`config.mk`:
```
export PLATFORM = sky130hd
export DESIGN_NAME = config_stream_loader_flat
export DESIGN_NICKNAME = d
export VERILOG_FILES = /design/src/rtl/config_stream_loader_if.sv /design/src/rtl/config_stream_loader.sv /design/src/flat_wrapper.sv
export SDC_FILE = /design/constraint.sdc
export NUM_CORES = 1
export LEC_CHECK = 0
export ABC_AREA = 1
export BUFFER_PORTS_ARGS = -buffer_cell sky130_fd_sc_hd__clkbuf_2
export CORE_ASPECT_RATIO = 0.5
export CORE_MARGIN = 1.5
export CORE_UTILIZATION = 45
export DETAILED_ROUTE_END_ITERATION = 6
export PLACE_DENSITY = 0.79
export SLEW_MARGIN = 20
export SYNTH_ARGS = -nofsm -noshare
export SYNTH_HDL_FRONTEND = slang
export SYNTH_SLANG_ARGS = --single-unit
```
`constraint.sdc`:
```
create_clock -name clk -period 3.05 [get_ports clk]
set_clock_uncertainty 0.1 [all_clocks]
set_input_delay 0.4575 -clock clk [delete_from_list [all_inputs] [get_ports clk]]
set_output_delay 0.4575 -clock clk [all_outputs]
set_load 0.05 [all_outputs]
```
`src/rtl/config_stream_loader_if.sv`:
```
// config_stream_loader_if
//   The host word stream and the configuration-controller write port of the
//   loader, bundled together.
//   master : loader side (takes host_data/host_valid/cfg_done,
//            drives host_ready/cfg_wren/cfg_addr/cfg_data)
//   slave  : environment side (host plus controller)
interface config_stream_loader_if #(
    parameter int WIDTH = 40
);
    logic [WIDTH-1:0] host_data;
    logic             host_valid;
    logic             host_ready;
    logic             cfg_wren;
    logic [31:0]      cfg_addr;
    logic [WIDTH-1:0] cfg_data;
    logic             cfg_done;

    modport master (
        input  host_data, host_valid, cfg_done,
        output host_ready, cfg_wren, cfg_addr, cfg_data
    );

    modport slave (
        output host_data, host_valid, cfg_done,
        input  host_ready, cfg_wren, cfg_addr, cfg_data
    );
endinterface

```
`src/rtl/config_stream_loader.sv`:
```
// config_stream_loader
//   Sits upstream of the serial configuration controller. Takes the bitstream
//   from the host as WIDTH-bit words, buffers them in a small FIFO, and
//   replays them as a write stream. Gaps in the stream are allowed. The first
//   word of a load carries cfg_addr = 1. After TOTAL words the loader adds one
//   flush write of zero, then waits for cfg_done.
//   Ports: clk, reset (async, active high), start (pulse that begins a load),
//          bus (host_* handshake and cfg_* write port, master modport),
//          busy / loaded / error status, word_count (words emitted this load).
//   Optional: define CFG_LOADER_TIMEOUT_EN to add a stall watchdog that moves
//   the loader to ERROR after TIMEOUT_CYCLES cycles without progress.
module config_stream_loader #(
    parameter int WIDTH          = 40,
    parameter int STAGES         = 16,
    parameter int LUTSIZE        = 6,
    parameter int FIFO_DEPTH     = 4,
    parameter int TIMEOUT_CYCLES = 1024
) (
    input  logic                    clk,
    input  logic                    reset,
    input  logic                    start,
    config_stream_loader_if.master  bus,
    output logic                    busy,
    output logic                    loaded,
    output logic                    error,
    output logic [15:0]             word_count
);
    localparam int          TOTAL   = STAGES << LUTSIZE;
    localparam int          AW      = $clog2(FIFO_DEPTH);
    localparam logic [15:0] TOTAL_W = 16'(TOTAL);

    if (TOTAL < 1 || TOTAL > 65535) begin : g_total_chk
        $error("config_stream_loader: TOTAL must fit 16 bits");
    end
    if (FIFO_DEPTH < 2 || (FIFO_DEPTH & (FIFO_DEPTH - 1)) != 0) begin : g_depth_chk
        $error("config_stream_loader: FIFO_DEPTH must be a power of two >= 2");
    end
    if (TIMEOUT_CYCLES < 1) begin : g_tmo_chk
        $error("config_stream_loader: TIMEOUT_CYCLES must be >= 1");
    end

    typedef enum logic [2:0] {IDLE, STREAM, FLUSH, WAIT_DONE, LOADED, ERROR} state_t;
    state_t state, state_nx;

    logic [WIDTH-1:0] mem [FIFO_DEPTH];
    logic [AW-1:0]    wr_ptr, rd_ptr;
    logic [AW:0]      fifo_cnt;
    logic [15:0]      accept_count;
    logic             fifo_full, fifo_empty, push, pop, load_start, fifo_clr, stall_timeout;
    logic             wren_nx;
    logic [31:0]      addr_nx;
    logic [WIDTH-1:0] data_nx;

    assign fifo_full      = (fifo_cnt == (AW+1)'(FIFO_DEPTH));
    assign fifo_empty     = (fifo_cnt == '0);
    assign bus.host_ready = (state == STREAM) && !fifo_full && (accept_count < TOTAL_W);
    assign push           = bus.host_valid && bus.host_ready;
    // Pop reads only the registered count, so a word pushed at one edge is
    // popped at the next edge. There is no bypass path.
    assign pop            = (state == STREAM) && !fifo_empty && (word_count < TOTAL_W);
    assign load_start     = start && (state == IDLE || state == LOADED || state == ERROR);
    assign fifo_clr       = load_start || (state_nx == ERROR && state != ERROR);

`ifdef CFG_LOADER_TIMEOUT_EN
    localparam int SW = $clog2(TIMEOUT_CYCLES + 1);
    logic [SW-1:0] stall_cnt;
    logic          stalling;

    assign stalling      = (state == STREAM && fifo_empty && !push) || (state == WAIT_DONE);
    assign stall_timeout = stalling && (stall_cnt == SW'(TIMEOUT_CYCLES - 1));

    always_ff @(posedge clk or posedge reset) begin
        if (reset)                          stall_cnt <= '0;
        else if (push || state_nx != state) stall_cnt <= '0;
        else if (stalling)                  stall_cnt <= stall_cnt + SW'(1);
    end
`else
    assign stall_timeout = 1'b0;
`endif

    // Next state, together with the values the registered cfg_* outputs take
    // at the next edge.
    always_comb begin
        state_nx = state;
        wren_nx  = 1'b0;
        addr_nx  = 32'd0;
        data_nx  = '0;
        case (state)
            IDLE, LOADED, ERROR: if (start) state_nx = STREAM;
            STREAM: begin
                if (pop) begin
                    wren_nx = 1'b1;
                    data_nx = mem[rd_ptr];
                    addr_nx = (word_count == 16'd0) ? 32'd1 : 32'd0;
                    if (word_count == TOTAL_W - 16'd1) state_nx = FLUSH;
                end else if (stall_timeout) begin
                    state_nx = ERROR;
                end
            end
            FLUSH: begin
                // The flush write pushes the last stage token out of the controller.
                wren_nx  = 1'b1;
                state_nx = WAIT_DONE;
            end
            WAIT_DONE: begin
                if (bus.cfg_done)       state_nx = LOADED;
                else if (stall_timeout) state_nx = ERROR;
            end
            default: state_nx = IDLE;
        endcase
    end

    // FIFO storage has no reset. Only words the pointers have covered are read.
    always_ff @(posedge clk) begin
        if (push) mem[wr_ptr] <= bus.host_data;
    end

    always_ff @(posedge clk or posedge reset) begin
        if (reset) begin
            state        <= IDLE;
            wr_ptr       <= '0;
            rd_ptr       <= '0;
            fifo_cnt     <= '0;
            accept_count <= '0;
            word_count   <= '0;
            bus.cfg_wren <= 1'b0;
            bus.cfg_addr <= 32'd0;
            bus.cfg_data <= '0;
            busy         <= 1'b0;
            loaded       <= 1'b0;
            error        <= 1'b0;
        end else begin
            state        <= state_nx;
            bus.cfg_wren <= wren_nx;
            bus.cfg_addr <= addr_nx;
            bus.cfg_data <= data_nx;
            busy         <= (state_nx == STREAM) || (state_nx == FLUSH) || (state_nx == WAIT_DONE);
            loaded       <= (state_nx == LOADED);
            error        <= (state_nx == ERROR);

            if (fifo_clr) begin
                wr_ptr   <= '0;
                rd_ptr   <= '0;
                fifo_cnt <= '0;
            end else begin
                if (push) wr_ptr <= wr_ptr + AW'(1);
                if (pop)  rd_ptr <= rd_ptr + AW'(1);
                fifo_cnt <= fifo_cnt + (AW+1)'(push) - (AW+1)'(pop);
            end

            if (load_start) begin
                accept_count <= '0;
                word_count   <= '0;
            end else begin
                if (push) accept_count <= accept_count + 16'd1;
                if (pop)  word_count   <= word_count + 16'd1;
            end
        end
    end
endmodule
```
`src/flat_wrapper.sv`:
```
// flat-port wrapper written by rule: the top's interface ports become plain ports
module config_stream_loader_flat 
#(
    parameter int WIDTH          = 40,
    parameter int STAGES         = 16,
    parameter int LUTSIZE        = 6,
    parameter int FIFO_DEPTH     = 4,
    parameter int TIMEOUT_CYCLES = 1024
)
  (clk, reset, start, busy, loaded, error, word_count, bus_host_data, bus_host_valid, bus_cfg_done, bus_host_ready, bus_cfg_wren, bus_cfg_addr, bus_cfg_data);
  config_stream_loader_if #(.WIDTH(WIDTH)) bus_i ();
  input  logic clk;
  input  logic reset;
  input  logic start;
  output logic busy;
  output logic loaded;
  output logic error;
  output logic [15:0] word_count;
  input wire logic [$bits(bus_i.host_data)-1:0] bus_host_data;
  input wire logic [$bits(bus_i.host_valid)-1:0] bus_host_valid;
  input wire logic [$bits(bus_i.cfg_done)-1:0] bus_cfg_done;
  output wire logic [$bits(bus_i.host_ready)-1:0] bus_host_ready;
  output wire logic [$bits(bus_i.cfg_wren)-1:0] bus_cfg_wren;
  output wire logic [$bits(bus_i.cfg_addr)-1:0] bus_cfg_addr;
  output wire logic [$bits(bus_i.cfg_data)-1:0] bus_cfg_data;
  assign bus_i.host_data = bus_host_data;
  assign bus_i.host_valid = bus_host_valid;
  assign bus_i.cfg_done = bus_cfg_done;
  assign bus_host_ready = bus_i.host_ready;
  assign bus_cfg_wren = bus_i.cfg_wren;
  assign bus_cfg_addr = bus_i.cfg_addr;
  assign bus_cfg_data = bus_i.cfg_data;
  config_stream_loader #(.WIDTH(WIDTH), .STAGES(STAGES), .LUTSIZE(LUTSIZE), .FIFO_DEPTH(FIFO_DEPTH), .TIMEOUT_CYCLES(TIMEOUT_CYCLES)) u_core (.clk(clk), .reset(reset), .start(start), .bus(bus_i), .busy(busy), .loaded(loaded), .error(error), .word_count(word_count));
endmodule
```
==> results.sh, run 1 <==
export IMPL_clk_pin_slew_worst_paths_ns=0.06
export IMPL_pwr_share_seq_pct=38.4
export IMPL_clock_root_buffer="clkbuf_16"
export IMPL_worst_path_buf_inv=3
export IMPL_cpMostUsedCell="inv_1"
export IMPL_drv_cap=0
export IMPL_power_density_nw_per_um2=1040
export IMPL_core_area_um2=21600
export IMPL_leakage_nw=4.80
export IMPL_grt_overflow=0
export IMPL_avgSynthCellArea_um2=11.5
export IMPL_async_flop_share_pct=35.2
export IMPL_status="completed"
export IMPL_hp_class="input port to flip-flop"
export IMPL_setup_tns_ns=0
export IMPL_cp_start_kind="flip-flop"
export IMPL_max_freq_ghz=0.426
export IMPL_cp_max_fo=17
export IMPL_synthFlopType="edfxtp_1"
export IMPL_final_common_cell="nor2_1"
export IMPL_path_cells="inv_1 -> nand2_2 -> nor2_4 -> nand2_2 -> nor2_8 -> ha_1 -> inv_1 -> ha_1 -> fa_1 -> inv_1 -> nor2_1"
export IMPL_via_per_inst=5.02
export IMPL_switching_power_mw=4.69
export IMPL_grt_max_degree=82
export IMPL_synth_area_leader_cell="edfxtp_1"
export IMPL_portBuffers=106
export IMPL_synth_cell_type_count=34
export IMPL_start_util_pct=45.8
export IMPL_synth_area_um2=9910
export IMPL_tightest_slew_ns=0.895
export IMPL_firstDrtPassIters=7
export IMPL_dieArea_um2=23000
export IMPL_die_h_um=108
export IMPL_ios=138
export IMPL_worstSetupPathType="flip-flop to flip-flop"
export IMPL_cp_data_arrival_time_ns=2.62
export IMPL_track_usage_pct=17.4
export IMPL_post_route_min_period_ns=2.35
export IMPL_cp_slowest_cell="dfrtp_1"
export IMPL_cts_sinks=247
export IMPL_vias=6472
export IMPL_rows=38
export IMPL_drv_slew=0
export IMPL_drt_iter0_drc=597
export IMPL_cts_made_buffers=23
export IMPL_cts_buffer_depth=3
export IMPL_max_slew_margin_rel_pct=40.4
export IMPL_antenna_found_initial=3
export IMPL_ff2ff_setup_slack_ns=0.70
export IMPL_ir_drop_mv=0.488
export IMPL_ys_seq_area_share_pct=70.5
export IMPL_wl_per_cell_um=15.6
export IMPL_finalCritPeriodShare_pct=76.9
export IMPL_p_int_mw=7.28
export IMPL_synth_top_cells_by_area="edfxtp_1 (48%), dfrtp_1 (22%), nor2_1 (7.7%), o21ai_0 (4.7%), nand2_1 (2.6%)"
export IMPL_htreeDepth=1
export IMPL_whs_ns=0.0576
export IMPL_clock_power_share_pct=26.3
export IMPL_drc_errors=0
export IMPL_finalWirelength_mm=20.0
export IMPL_grt_pass1_vias=6440
export IMPL_p_sw_share_pct=39.1
export IMPL_synth_edf_count=160
export IMPL_crit_required_ns=3.33
export IMPL_finalNetCount=1025
export IMPL_p_comb_share_pct=35.3
export IMPL_critical_path_max_stage_delay_ns=0.40
export IMPL_die_w_um=213
export IMPL_mostFrequentLayoutCells="nor2_1 (199), edfxtp_1 (160), clkbuf_2 (106)"
export IMPL_rsz0062_at_grt="false"
export IMPL_dp_slack_ns=0.692
export IMPL_yosys_warnings=0
export IMPL_post_dp_hpwl_mm=12.4
export IMPL_clock_latency_ns=0.51
export IMPL_hold_viol=0
export IMPL_finalSetupViolCount=0
export IMPL_grt_pass1_wl_mm=31.3
export IMPL_worst_slack_ns=0.705
export IMPL_cts_setup_buffers=0
export IMPL_ctsResizeCount=0
export IMPL_netlist_area_leader_share_pct=48.5
export IMPL_gp_congestion=0.815
export IMPL_cts_tree="yes"
export IMPL_yosys_register_bits=247
export IMPL_syn_to_final_growth_pct=16.3
export IMPL_drive_above_1_share_pct=17.7
export IMPL_end_kind="flip-flop"
export IMPL_ant_nets=0
export IMPL_syn_inst=863
export IMPL_crit_family="adder cells"
-- sequential cells by signal, indices dropped and copies added (netlist names) --
register / flops
u_core.accept_count: 16
u_core.bus.cfg_addr: 1
u_core.bus.cfg_data: 40
u_core.bus.cfg_wren: 1
u_core.busy: 1
u_core.error: 1
u_core.fifo_cnt: 3
u_core.loaded: 1
u_core.mem: 160
u_core.rd_ptr: 2
u_core.state: 3
u_core.word_count: 16
u_core.wr_ptr: 2
-- cell families (layout without fill, tap and decap cells) --
| logic type | count (synthesis) | in the layout | share of synthesized area, % |
|---|---|---|---|
| fa+ha+maj | 10 | 10 | 1.34 |
| compound gates | 142 | 142 | 7.33 |
| simple gates | 331 | 331 | 13.9 |
| flops | 247 | 247 | 70.5 |
| xor+xnor | 5 | 5 | 0.442 |
| other cells | 1 | 32 | 0.0379 |
| buf+inv | 127 | 221 | 6.53 |
-- final cells by class --
class                           instances  area (um2)
Timing Repair Buffer                  118         661
Antenna cell                            1        2.50
Fill cell                            1771       10100
Clock buffer                           28         614
Tap cell                              300         375
Clock inverter                         14         226
Inverter                               61         234
Multi-Input combinational cell        519        2430
Sequential cell                       247        6980
-- power by group through the flow --
stage / Clock, mW / Combinational, mW / Sequential, mW
finish: 3.15 / 4.22 / 4.59
global route: 3.32 / 4.65 / 4.65
global placement: 0 / 4.09 / 4.63
floorplan: 0 / 2.61 / 5.30
detailed placement: 0 / 4.21 / 4.66
CTS: 3.20 / 4.25 / 4.59
-- Yosys cell counts, types with 2 or more instances --
library cell and count:
nor3_1 5, nand3_1 26, buf_4 32, o21ai_0 93, xor2_1 3, nor2_1 203, inv_1 58, buf_1 2
nand2_1 68, clkbuf_1 19, ha_1 9, dfrtp_1 87, a21oi_1 42, xnor2_1 2, edfxtp_1 160, o21ai_1 2
buf_2 8, buf_6 5, nand2_2 5, nand4_1 20
-- through the flow --
stage                     std cells  area (um2)  util (%)  power (mW)
after floorplan                 893       10100         -        7.91
after global placement         1244       10700      49.3        8.72
after detailed placement       1244       10700      49.3        8.87
after CTS                      1287       11500      53.3        12.0
after global routing           1288       11500      53.3        12.6
final                          1288       11500      53.3        12.0
-- layer usage --
metal	part of all wire, %	GRT usage, %
met1	42	21.5
met2	51	30.8
met3	5.4	3.76
met4	1.9	5.37
met5	0.11	0
-- path summary, 6_finish.rpt --
| check | start | end | cells after the start |
|---|---|---|---|
| worst min register to register | u_core.accept_count[15]$_DFFE_PP0P_ | u_core.accept_count[15]$_DFFE_PP0P_ | 2 |
| max in group asynchronous | reset | u_core.bus.cfg_data[3]$_DFF_PP0_ | 4 |
| worst max register to register | u_core.state[2]$_DFF_PP0_ | u_core.fifo_cnt[1]$_DFF_PP0_ | 11 |
| worst max-delay path | u_core.state[2]$_DFF_PP0_ | u_core.fifo_cnt[1]$_DFF_PP0_ | 11 |
| worst min-delay path | bus_host_data[10] | u_core.mem[2][10]$_DFFE_PP_ | 1 |
| min in group asynchronous | reset | u_core.bus.cfg_data[27]$_DFF_PP0_ | 3 |
-- repair_timing --
item	4_1_cts	5_1_grt
endpoints found under the setup margin	0	0
hold buffers	1	0
hold endpoints to repair	53	0
Power figures use the tool's default switching activity.
==> inputs of run 2 (changes only) <==
PLACE_DENSITY = 0.76   (was 0.79)
clock period = 2.3 ns   (was 3.05 ns; I/O delays follow)
==> run 2 against run 1 <==
Effect of this change:
- non-clock buffer count grew 54
- highest routed layer is now met4
- worst setup slack lost 0.58 ns
- combinational power grew 42%
- register-to-register slack lost 0.50 ns
==> results.sh, run 2 (synthesis results as in run 1) <==
export IMPL_status="completed"
export IMPL_cp_data_arrival_time_ns=1.73
export IMPL_mostFrequentLayoutCells="nor2_1 (199), edfxtp_1 (160), clkbuf_2 (105)"
export IMPL_start_util_pct=45.8
export IMPL_hold_viol=0
export IMPL_max_freq_ghz=0.459
export IMPL_cp_start_kind="flip-flop"
export IMPL_top_register="u_core.mem"
export IMPL_worstSetupPathType="flip-flop to primary output"
export IMPL_ir_drop_mv=0.764
export IMPL_stdcell_area_um2=12000
export IMPL_ant_nets=0
export IMPL_rsz0062_at_grt="false"
export IMPL_drv_slew=0
export IMPL_grt_pass1_vias=6550
export IMPL_syn_to_final_growth_pct=21.4
export IMPL_cp_max_fo=4
export IMPL_finalNetCount=1079
export IMPL_rr_worst_depth=10
export IMPL_cts_buffer_depth=3
export IMPL_post_route_min_period_ns=2.18
export IMPL_reg_largest_list="u_core.mem x160, u_core.bus.cfg_data x40"
export IMPL_track_usage_pct=18.6
export IMPL_ios=138
export IMPL_worst_path_buf_inv=1
export IMPL_post_dp_hpwl_mm=12.8
export IMPL_end_kind="primary output"
export IMPL_ff2ff_setup_slack_ns=0.20
export IMPL_crit_required_ns=1.86
export IMPL_die_h_um=108
export IMPL_drive_above_1_share_pct=18.4
export IMPL_p_total_mw=15.9
export IMPL_finalCritPeriodShare_pct=94.7
export IMPL_holdPathStages=3
export IMPL_htreeDepth=1
export IMPL_cts_sinks=247
export IMPL_via_per_inst=4.96
export IMPL_portBuffers=106
export IMPL_clk_pin_slew_worst_paths_ns=0.06
export IMPL_power_density_nw_per_um2=1320
export IMPL_vias=6655
export IMPL_core_area_um2=21600
export IMPL_path_cells="nor2_1 -> nand4_1 -> nor3_4 -> buf_4"
export IMPL_fillers=1702
export IMPL_cp_slowest_cell="dfrtp_1"
export IMPL_grt_overflow=0
export IMPL_cp_num_cells=4
export IMPL_hp_class="input port to flip-flop"
export IMPL_diodes=0
export IMPL_gp_congestion=0.792
export IMPL_die_w_um=213
export IMPL_rows=38
export IMPL_drv_cap=0
export IMPL_drc_errors=0
export IMPL_largest_reg_flops=160
export IMPL_drt_iter0_drc=604
export IMPL_wl_per_cell_um=15.7
export IMPL_dieArea_um2=23000
export IMPL_cts_made_buffers=23
export IMPL_critical_path_max_stage_delay_ns=0.41
export IMPL_firstDrtPassIters=5
export IMPL_crit_family="simple AND/OR/NAND/NOR gates"
export IMPL_antenna_found_initial=0
export IMPL_grt_max_degree=47
export IMPL_tightest_slew_ns=0.741
export IMPL_clock_latency_ns=0.53
export IMPL_finalSetupViolCount=0
export IMPL_clock_root_buffer="clkbuf_16"
export IMPL_final_common_cell="nor2_1"
export IMPL_place_area_um2=10800
export IMPL_max_slew_margin_rel_pct=50.5
export IMPL_leakage_nw=5.01
export IMPL_grt_pass1_wl_mm=33.1
export IMPL_finalWirelength_mm=21.1
export IMPL_cts_tree="yes"
-- run 2: path summary, 6_finish.rpt --
check / start / end
worst min register to register: u_core.state[2]$_DFF_PP0_ / u_core.bus.cfg_wren$_DFF_PP0_
min in group asynchronous: reset / u_core.rd_ptr[0]$_DFFE_PP0P_
worst max register to register: u_core.fifo_cnt[1]$_DFF_PP0_ / u_core.fifo_cnt[2]$_DFF_PP0_
worst max-delay path: u_core.accept_count[10]$_DFFE_PP0P_ / bus_host_ready
max in group asynchronous: reset / u_core.word_count[11]$_DFFE_PP0P_
worst min-delay path: bus_cfg_done / u_core.state[2]$_DFF_PP0_
-- run 2: area by class of cell --
type,instances,area [um2],area share [%]
clock buffers,38,703,5.85
clock inverters,4,66.3,0.552
inverters,61,235,1.96
multi-input cells,519,2440,20.3
flip-flops and latches,247,6990,58.2
well taps,300,375,3.12
repair buffers,172,1210,10.0
-- run 2: worst min-delay path, cell delays in order --
cell      delay [ns]
clkbuf_2        0.10
nand4_1         0.08
nand2_1         0.08
-- run 2: through the flow --
stage	hold slack [ns]	TNS [ns]	setup slack, ns	utilization (%)	instances
CTS	0.0174	0	0.0571	55.6	1341
global placement	0.364	0	0.202	50.1	1258
floorplan	0.344	-32.62	-0.221	-	893
detailed placement	0.382	0	0.110	50.1	1258
global route	0.0423	0	0.00804	55.6	1341
finish	0.0405	0	0.123	55.6	1341
-- run 2: routing by layer --
| metal | track usage (%) | share of wire, % |
|---|---|---|
| met1 | 23.1 | 42 |
| met3 | 3.41 | 5.7 |
| met4 | 6.64 | 2.8 |
| met2 | 32.8 | 50 |
| met5 | 0 | 0 |
-- run 2: what timing repair did --
item / CTS / global route
cloned: 0 / 0
hold endpoints to repair: 181 / 0
setup endpoints to repair: 1 / 2
setup buffers: 0 / 0
hold buffers: 41 / 0
gates resized for setup: 1 / 2
-- run 2: where the power goes --
part,switching (mW),leakage [nW],internal [mW]
sequential,0.349,2.59,5.71
clock,1.61,0.376,2.22
combinational,4.39,2.04,1.60
total,6.35,5.01,9.53
